==> src/rtl/ibex_rf_cache_pkg.sv <==
// +-----------------------------------------------------------------------------+
// | ibex_rf_cache_pkg : shared types/constants for the cached register file     |
// | Revision : 1.0                                                              |
// +-----------------------------------------------------------------------------+
`default_nettype none

package ibex_rf_cache_pkg;

    localparam int unsigned MaxL1Entries = 8;

    typedef enum logic [1:0] {
        IDLE   = 2'd0,
        INST_A = 2'd1,
        INST_B = 2'd2
    } state_e;

    // The data word lives in a parallel array because its width is a module parameter.
    typedef struct packed {
        logic       valid;
        logic [4:0] tag;
    } l1_entry_t;

endpackage

`default_nettype wire

==> src/rtl/ibex_rf_l2_bank.sv <==
// +-----------------------------------------------------------------------------+
// | ibex_rf_l2_bank : single-port backing register bank, 1-cycle sync read      |
// | Revision : 1.0                                                              |
// +-----------------------------------------------------------------------------+
`default_nettype none

module ibex_rf_l2_bank #(
    parameter int unsigned DataWidth = 32,
    parameter int unsigned NumRegs   = 32
) (
    input  logic                 clk_i,
    input  logic                 rst_ni,
    input  logic [4:0]           addr_i,
    input  logic                 we_i,
    input  logic [DataWidth-1:0] wdata_i,
    input  logic                 re_i,
    output logic [DataWidth-1:0] rdata_o
);

    logic [DataWidth-1:0] r_mem [1:NumRegs-1];
    logic [DataWidth-1:0] r_rdata;
    logic [DataWidth-1:0] w_rd_word;

    // x0 has no storage: writes to it are dropped and reads return zero.
    always_ff @(posedge clk_i or negedge rst_ni) begin
        if (!rst_ni) begin
            for (int i = 1; i < NumRegs; i++) begin
                r_mem[i] <= '0;
            end
        end else if (we_i) begin
            for (int i = 1; i < NumRegs; i++) begin
                if (addr_i == 5'(i)) begin
                    r_mem[i] <= wdata_i;
                end
            end
        end
    end

    always_comb begin
        w_rd_word = '0;
        for (int i = 1; i < NumRegs; i++) begin
            if (addr_i == 5'(i)) begin
                w_rd_word = r_mem[i];
            end
        end
    end

    always_ff @(posedge clk_i or negedge rst_ni) begin
        if (!rst_ni) begin
            r_rdata <= '0;
        end else if (re_i) begin
            r_rdata <= w_rd_word;
        end
    end

    assign rdata_o = r_rdata;

endmodule

`default_nettype wire

==> src/rtl/ibex_cached_regfile.sv <==
// +-----------------------------------------------------------------------------+
// | ibex_cached_regfile : fully-associative L1 in front of a single-port L2     |
// | bank; optional hit/miss counters with IBEX_RF_CACHE_PERF_EN.  Revision 1.0  |
// +-----------------------------------------------------------------------------+
`default_nettype none

module ibex_cached_regfile
    import ibex_rf_cache_pkg::*;
#(
    parameter int unsigned DataWidth    = 32,
    parameter bit          RV32E        = 1'b0,
    parameter int unsigned NumL1Entries = 4
) (
    input  logic                 clk_i,
    input  logic                 rst_ni,
`ifdef IBEX_RF_CACHE_PERF_EN
    output logic [31:0]          hit_cnt_o,
    output logic [31:0]          miss_cnt_o,
`endif
    input  logic [4:0]           raddr_a_i,
    input  logic                 rreq_a_i,
    output logic [DataWidth-1:0] rdata_a_o,
    input  logic [4:0]           raddr_b_i,
    input  logic                 rreq_b_i,
    output logic [DataWidth-1:0] rdata_b_o,
    input  logic [4:0]           waddr_i,
    input  logic [DataWidth-1:0] wdata_i,
    input  logic                 we_i,
    output logic                 stall_o
);

    localparam int unsigned c_NUM_REGS  = RV32E ? 16 : 32;
    localparam logic [4:0]  c_ADDR_MASK = RV32E ? 5'h0F : 5'h1F;
    localparam logic [2:0]  c_LAST_PTR  = 3'(NumL1Entries - 1);

    logic [4:0]           w_addr_a, w_addr_b, w_waddr;
    l1_entry_t            r_l1      [NumL1Entries];
    logic [DataWidth-1:0] r_l1_data [NumL1Entries];
    logic [2:0]           r_ptr;
    state_e               r_state, w_state_nxt;
    logic [4:0]           r_fill_addr, w_fill_addr_nxt;

    logic                    w_hit_a, w_hit_b, w_miss_a, w_miss_b;
    logic [DataWidth-1:0]    w_rdata_a, w_rdata_b;
    logic [NumL1Entries-1:0] w_wr_hit;
    logic                    w_l2_re, w_install, w_stall;
    logic [4:0]              w_l2_raddr, w_l2_addr;
    logic [DataWidth-1:0]    w_l2_rdata, w_inst_data;

    assign w_addr_a = raddr_a_i & c_ADDR_MASK;
    assign w_addr_b = raddr_b_i & c_ADDR_MASK;
    assign w_waddr  = waddr_i & c_ADDR_MASK;

    // Tag 0 is never installed, so x0 always falls through to the zero default.
    always_comb begin
        w_hit_a   = (w_addr_a == 5'd0);
        w_hit_b   = (w_addr_b == 5'd0);
        w_rdata_a = '0;
        w_rdata_b = '0;
        w_wr_hit  = '0;
        for (int i = 0; i < NumL1Entries; i++) begin
            if (r_l1[i].valid && (r_l1[i].tag == w_addr_a)) begin
                w_hit_a   = 1'b1;
                w_rdata_a = r_l1_data[i];
            end
            if (r_l1[i].valid && (r_l1[i].tag == w_addr_b)) begin
                w_hit_b   = 1'b1;
                w_rdata_b = r_l1_data[i];
            end
            w_wr_hit[i] = we_i && r_l1[i].valid && (r_l1[i].tag == w_waddr);
        end
    end

    assign w_miss_a = rreq_a_i && !w_hit_a;
    assign w_miss_b = rreq_b_i && !w_hit_b;

    always_ff @(posedge clk_i or negedge rst_ni) begin
        if (!rst_ni) begin
            r_state     <= IDLE;
            r_fill_addr <= '0;
        end else begin
            r_state     <= w_state_nxt;
            r_fill_addr <= w_fill_addr_nxt;
        end
    end

    // A write owns the L2 port; any read wanting it that cycle simply waits.
    always_comb begin
        w_state_nxt     = r_state;
        w_fill_addr_nxt = r_fill_addr;
        w_stall         = 1'b0;
        w_l2_re         = 1'b0;
        w_l2_raddr      = w_addr_a;
        w_install       = 1'b0;
        case (r_state)
            IDLE: begin
                if (w_miss_a || w_miss_b) begin
                    w_stall = 1'b1;
                    if (!we_i) begin
                        w_l2_re = 1'b1;
                        if (w_miss_a) begin
                            w_l2_raddr  = w_addr_a;
                            w_state_nxt = INST_A;
                        end else begin
                            w_l2_raddr  = w_addr_b;
                            w_state_nxt = INST_B;
                        end
                        w_fill_addr_nxt = w_l2_raddr;
                    end
                end
            end
            INST_A: begin
                w_stall     = 1'b1;
                w_install   = 1'b1;
                w_state_nxt = IDLE;
                // A deferred B fetch is picked up again from IDLE next cycle.
                if (w_miss_b && (w_addr_b != w_addr_a) && !we_i) begin
                    w_l2_re         = 1'b1;
                    w_l2_raddr      = w_addr_b;
                    w_fill_addr_nxt = w_addr_b;
                    w_state_nxt     = INST_B;
                end
            end
            INST_B: begin
                w_stall     = 1'b1;
                w_install   = 1'b1;
                w_state_nxt = IDLE;
            end
            default: begin
                w_state_nxt = IDLE;
            end
        endcase
    end

    assign w_l2_addr   = we_i ? w_waddr : w_l2_raddr;
    assign w_inst_data = (we_i && (w_waddr == r_fill_addr)) ? wdata_i : w_l2_rdata;

    always_ff @(posedge clk_i or negedge rst_ni) begin
        if (!rst_ni) begin
            for (int i = 0; i < NumL1Entries; i++) begin
                r_l1[i]      <= '0;
                r_l1_data[i] <= '0;
            end
            r_ptr <= '0;
        end else begin
            for (int i = 0; i < NumL1Entries; i++) begin
                if (w_wr_hit[i]) begin
                    r_l1_data[i] <= wdata_i;
                end
                if (w_install && (r_ptr == 3'(i))) begin
                    r_l1[i].valid <= 1'b1;
                    r_l1[i].tag   <= r_fill_addr;
                    r_l1_data[i]  <= w_inst_data;
                end
            end
            if (w_install) begin
                r_ptr <= (r_ptr == c_LAST_PTR) ? 3'd0 : r_ptr + 3'd1;
            end
        end
    end

    ibex_rf_l2_bank #(
        .DataWidth (DataWidth),
        .NumRegs   (c_NUM_REGS)
    ) u_l2_bank (
        .clk_i   (clk_i),
        .rst_ni  (rst_ni),
        .addr_i  (w_l2_addr),
        .we_i    (we_i),
        .wdata_i (wdata_i),
        .re_i    (w_l2_re),
        .rdata_o (w_l2_rdata)
    );

    assign rdata_a_o = w_rdata_a;
    assign rdata_b_o = w_rdata_b;
    assign stall_o   = w_stall;

`ifdef IBEX_RF_CACHE_PERF_EN
    logic [31:0] r_hit_cnt, r_miss_cnt;
    logic [1:0]  w_hit_inc, w_miss_inc;
    logic        w_nz_a, w_nz_b;

    assign w_nz_a     = rreq_a_i && (w_addr_a != 5'd0);
    assign w_nz_b     = rreq_b_i && (w_addr_b != 5'd0);
    assign w_hit_inc  = {1'b0, w_nz_a && w_hit_a} + {1'b0, w_nz_b && w_hit_b};
    assign w_miss_inc = {1'b0, w_nz_a && !w_hit_a} + {1'b0, w_nz_b && !w_hit_b};

    always_ff @(posedge clk_i or negedge rst_ni) begin
        if (!rst_ni) begin
            r_hit_cnt  <= '0;
            r_miss_cnt <= '0;
        end else if (r_state == IDLE) begin
            r_hit_cnt  <= r_hit_cnt + 32'(w_hit_inc);
            r_miss_cnt <= r_miss_cnt + 32'(w_miss_inc);
        end
    end

    assign hit_cnt_o  = r_hit_cnt;
    assign miss_cnt_o = r_miss_cnt;
`endif

endmodule

`default_nettype wire
==> config.mk <==
export PLATFORM = sky130hd
export DESIGN_NAME = ibex_cached_regfile
export DESIGN_NICKNAME = d
export VERILOG_FILES = /design/src/rtl/ibex_rf_cache_pkg.sv /design/src/rtl/ibex_rf_l2_bank.sv /design/src/rtl/ibex_cached_regfile.sv
export SDC_FILE = /design/constraint.sdc
export NUM_CORES = 2
export LEC_CHECK = 0
export ABC_AREA = 1
export BUFFER_PORTS_ARGS = -buffer_cell sky130_fd_sc_hd__clkbuf_2
export CORE_ASPECT_RATIO = 2
export CORE_MARGIN = 4
export CORE_UTILIZATION = 51
export DETAILED_ROUTE_END_ITERATION = 12
export PLACE_DENSITY = 0.68
export SYNTH_ARGS = -nofsm -noshare
export SYNTH_HDL_FRONTEND = slang
export SYNTH_SLANG_ARGS = --single-unit
==> constraint.sdc <==
create_clock -name clk_i -period 5.1 [get_ports clk_i]
set_clock_uncertainty 0.2 [all_clocks]
set_input_delay 0.51 -clock clk_i [delete_from_list [all_inputs] [get_ports clk_i]]
set_output_delay 0.51 -clock clk_i [all_outputs]
set_load 0.03 [all_outputs]
==> metrics.md <==
| Metric | Value |
|---|---|
| Placed Instances | 8,242 |
| FF+latch count, synth | 1,186 |
| Row count | 170 |
| Hold EP | u_l2_bank.r_mem[162]$_DFFE_PN0P_ |
| DRT iter0 DRCs | 4,672 |
| Sw Ratio | 38.9% |
| Clock share of power | 23.0% |
| Crit path max-delay cell type | dfrtp_2 |
| # IOs | 117 |
| GRT Total Usage | 32.2% |
| Worst Max-Slew Pin Slew | 1280 ps |
| Seq. cell area | 29,700 sq um |
| Fmax | 199 MHz |
| EDFF count, synth | 0 |
| Met3 wire length | 12.6 mm |
| Yosys cell types | 43 |
| Filler instances | 9,638 |
| Worst hold stages | 3 |
| Startpoint types | register |
| Clock buffer depth | 3 |
| R2R setup slack | 70 ps |
| Crit path DAT | 5430 ps |
| Routed Antenna Nets | 0 |
| Highest routed layer | met5 |
| Synth Instances | 6,876 |
| Reg-to-reg endpoint | u_l2_bank.rdata_o[25]$_DFFE_PN0P_ |
| Minimum clock period after layout | 5030 ps |
| Initial antenna violation count | 8 |
| Met2 Wirelength | 88.7 mm |
| Vias in the first global route | 47,700 |
| Clock Latency Late Sink | 730 ps |
| Comb power frac | 34.9% |
| Clk sinks | 1,186 |
| CP Capture Type | register |
| Lkg Pwr | 0.0302 uW |
| Syn. warnings | 0 |
| Seq pwr share | 42.1% |
| Chip Width | 241 microns |
| Hold/Removal Path Class | primary input to register |
| Syn avg cell area | 8.02 sq um |
| Metal-1 WL | 66.7 mm |
| Psw | 14,500 uW |
| Tot Pwr | 37,100 uW |
| Max incr delay on CP | 500 ps |
| R2R depth | 37 |
| Part of the Yosys area used for sequential elements | 53.8% |
| DRT Pass-1 Iters | 6 |
| CTS root buffer | clkbuf_16 |
| Initial core utilization | 51.4% |
| Via density | 5.81 |
| Mapped cell area | 55,200 sq um |
| RSZ-0062 raised after global routing | yes |
| Most used cell, CP | nand2_1 |
| Top FF cell, synth | dfrtp_1 |
| Post-Layout Cell Count | 8,449 |
| Status | complete, no violations |
| Final wirelength | 184 mm |
| Multi-input gate area | 22,400 sq um |
| Slew Limit Fails | 0 |
| IO Port Bufs | 116 |
| H-tree depth | 3 |
| CTS clk-pin slew, worst paths | 70 ps |
| CTS Buf Count | 104 |
| Dpl cell area | 59,100 sq um |
| HPWL after detailed placement | 121 mm |
| Pin count of the biggest net entering global routing | 130 |
| Die ar. | 114,000 sq um |
| Core box area | 107,000 sq um |
| Final Cell Area | 63,500 sq um |
| Nets@finish | 7,044 |
| Tcrit/Tclk final | 98.7% |
| Max-cap violations | 0 |
| Hold Fails Final Rpt | 0 |
| Required time worst endpoint | 5490 ps |
| Share of cells above drive strength 1 | 14.3% |
| CP max FO | 17 |
| Leading area contributor after synthesis | dfrtp_1 |
| # DRC | 0 |
| Worst setup margin | 68.5 ps |
| Async SR Flop Fraction | 100% |
| Endpoints failing setup | 0 |
| DR WL/cell | 21.8 microns |
| Pre-CTS setup slack | -316 ps |
| GPL Wtd Cong | 0.938 |
| Global-route wire length before repair | 282 mm |
| Hold_sp | wdata_i[2] |
| Slew HR | 14.8% |
| Yosys top cell area share | 53.8% |
| Syn nets | 6,935 |
| Die H | 473 microns |
| Synth top area cells | dfrtp_1 (54%), nand2_1 (15%), o21ai_0 (10%), clkbuf_1 (3.0%), inv_1 (2.8%) |
| FF-to-FF Start | r_l1[8]$_DFFE_PN0P_ |
| Power Density | 585 nW/um^2 |
| Worst VDD drop | 0.334 mV |
| GRT Residual Overflow | 0 |
| Int Pwr | 22,700 uW |
| WS Path Type | register to register |
| CTS tree | done |
| Vias | 49,100 |
| Syn-to-layout area delta | 15.1% |
-- cell type report --
cell class | instances | area share [%]
diodes | 2 | 0.00788
clock buffers | 150 | 4.91
clock inverters | 42 | 0.895
inverters | 478 | 2.87
multi-input cells | 4713 | 35.2
flip-flops and latches | 1186 | 46.8
well taps | 1376 | 2.71
repair buffers | 502 | 6.62
-- registers in the layout, summed over array words and instances, names as in the netlist --
name               flops
u_l2_bank.rdata_o     32
u_l2_bank.r_mem      992
r_state                2
r_l1                  24
r_l1_data            128
r_fill_addr            5
r_ptr                  3
-- per-layer routing --
layer | up-vias | GRT usage, %
li1 | 22700 | -
met1 | 23600 | 37.7
met2 | 2128 | 53.3
met3 | 645 | 5.26
met4 | 4 | 23.5
met5 | - | 0
-- Yosys cell counts, types with 5 or more instances --
library cell  instances
xor2_1                5
buf_6                 6
clkbuf_1            435
o22ai_1               6
buf_2                41
or2_1                12
dfrtp_1            1186
or2_2                28
buf_1                14
a21oi_1             142
o21ai_0            1113
a32oi_1               5
nor2_4               11
nand2_4               7
a31oi_1              33
inv_2                57
nor2_1              311
nand2_2              10
inv_1               417
ha_1                  7
a22oi_1              68
nand2_1            2268
nand4_1             172
xnor2_1               5
a221oi_1              5
nand3_1             306
o211ai_1             86
o21ai_1              10
o2111ai_1            25
nor2_2               10
o221ai_1             44
-- metrics by stage --
step                      hold WS [ps]  setup TNS, ps  utilization (%)
after global placement             258          -3770             55.0
after detailed placement           265          -4730             55.0
after CTS                         51.2              0             58.5
after floorplan                   14.4              0                -
final                             85.9              0             59.1
after global routing              81.9          -2760             59.1
-- power by group through the flow --
| stage | Sequential (uW) | Combinational [uW] | Clock (uW) |
|---|---|---|---|
| after floorplan | 15000 | 7450 | 0 |
| after global placement | 15500 | 12100 | 0 |
| after detailed placement | 15600 | 12300 | 0 |
| after CTS | 15500 | 12400 | 8650 |
| after global routing | 16000 | 14300 | 9010 |
| final | 15600 | 13000 | 8540 |
-- worst max-delay path, delay by kind of cell, from the launching register on --
| kind | cells | cell delay (ps) |
|---|---|---|
| buf+inv | 6 | 770 |
| flops | 1 | 500 |
| simple gates | 31 | 3420 |
-- worst max path at each step --
stage	startpoint	end	slack [ps]	depth (start not counted)
floorplan	raddr_a_i[4]	u_l2_bank.rdata_o[10]$_DFFE_PN0P_	1400	38
global placement	raddr_b_i[3]	u_l2_bank.rdata_o[1]$_DFFE_PN0P_	-280	38
detailed placement	raddr_b_i[3]	u_l2_bank.rdata_o[1]$_DFFE_PN0P_	-320	38
CTS	r_l1[14]$_DFFE_PN0P_	u_l2_bank.rdata_o[26]$_DFFE_PN0P_	20	37
global route	r_l1[12]$_DFFE_PN0P_	u_l2_bank.rdata_o[27]$_DFFE_PN0P_	-250	39
finish	r_l1[8]$_DFFE_PN0P_	u_l2_bank.rdata_o[25]$_DFFE_PN0P_	70	37
-- placed cells by master, fill, tap and decap left out, drive strengths merged, types with 11 or more instances in the layout --
master / n
dfrtp: 1186
clkinv: 23
o21ai: 1123
o221ai: 44
a22oi: 68
bufinv: 11
nand3: 311
or2: 43
inv: 481
o2111ai: 25
a31oi: 33
nand4: 172
o211ai: 86
clkbuf: 265
buf: 385
nand2: 2287
nor2: 335
a21oi: 144
-- cell families (layout without fill, tap and decap cells) --
kind of cell | Yosys count | after routing | share of synthesized area [%]
AO/OA/AOI/OAI | 1547 | 1547 | 15.4
XOR/XNOR | 10 | 10 | 0.159
buffers and inverters | 978 | 1172 | 6.86
adder cells (fa/ha/maj) | 7 | 7 | 0.159
flip-flops | 1186 | 1186 | 53.8
AND/OR/NAND/NOR | 3148 | 3149 | 23.6
other | 0 | 2 | 0
-- repair_timing --
item | CTS | global route
endpoints found under the hold margin | 103 | 0
hold buffers | 2 | 0
pin swaps | 3 | 79
buffers inserted | 0 | 10
endpoints found under the setup margin | 21 | 32
resized for setup | 25 | 167
cloned | 0 | 1
Power figures use the tool's default switching activity.
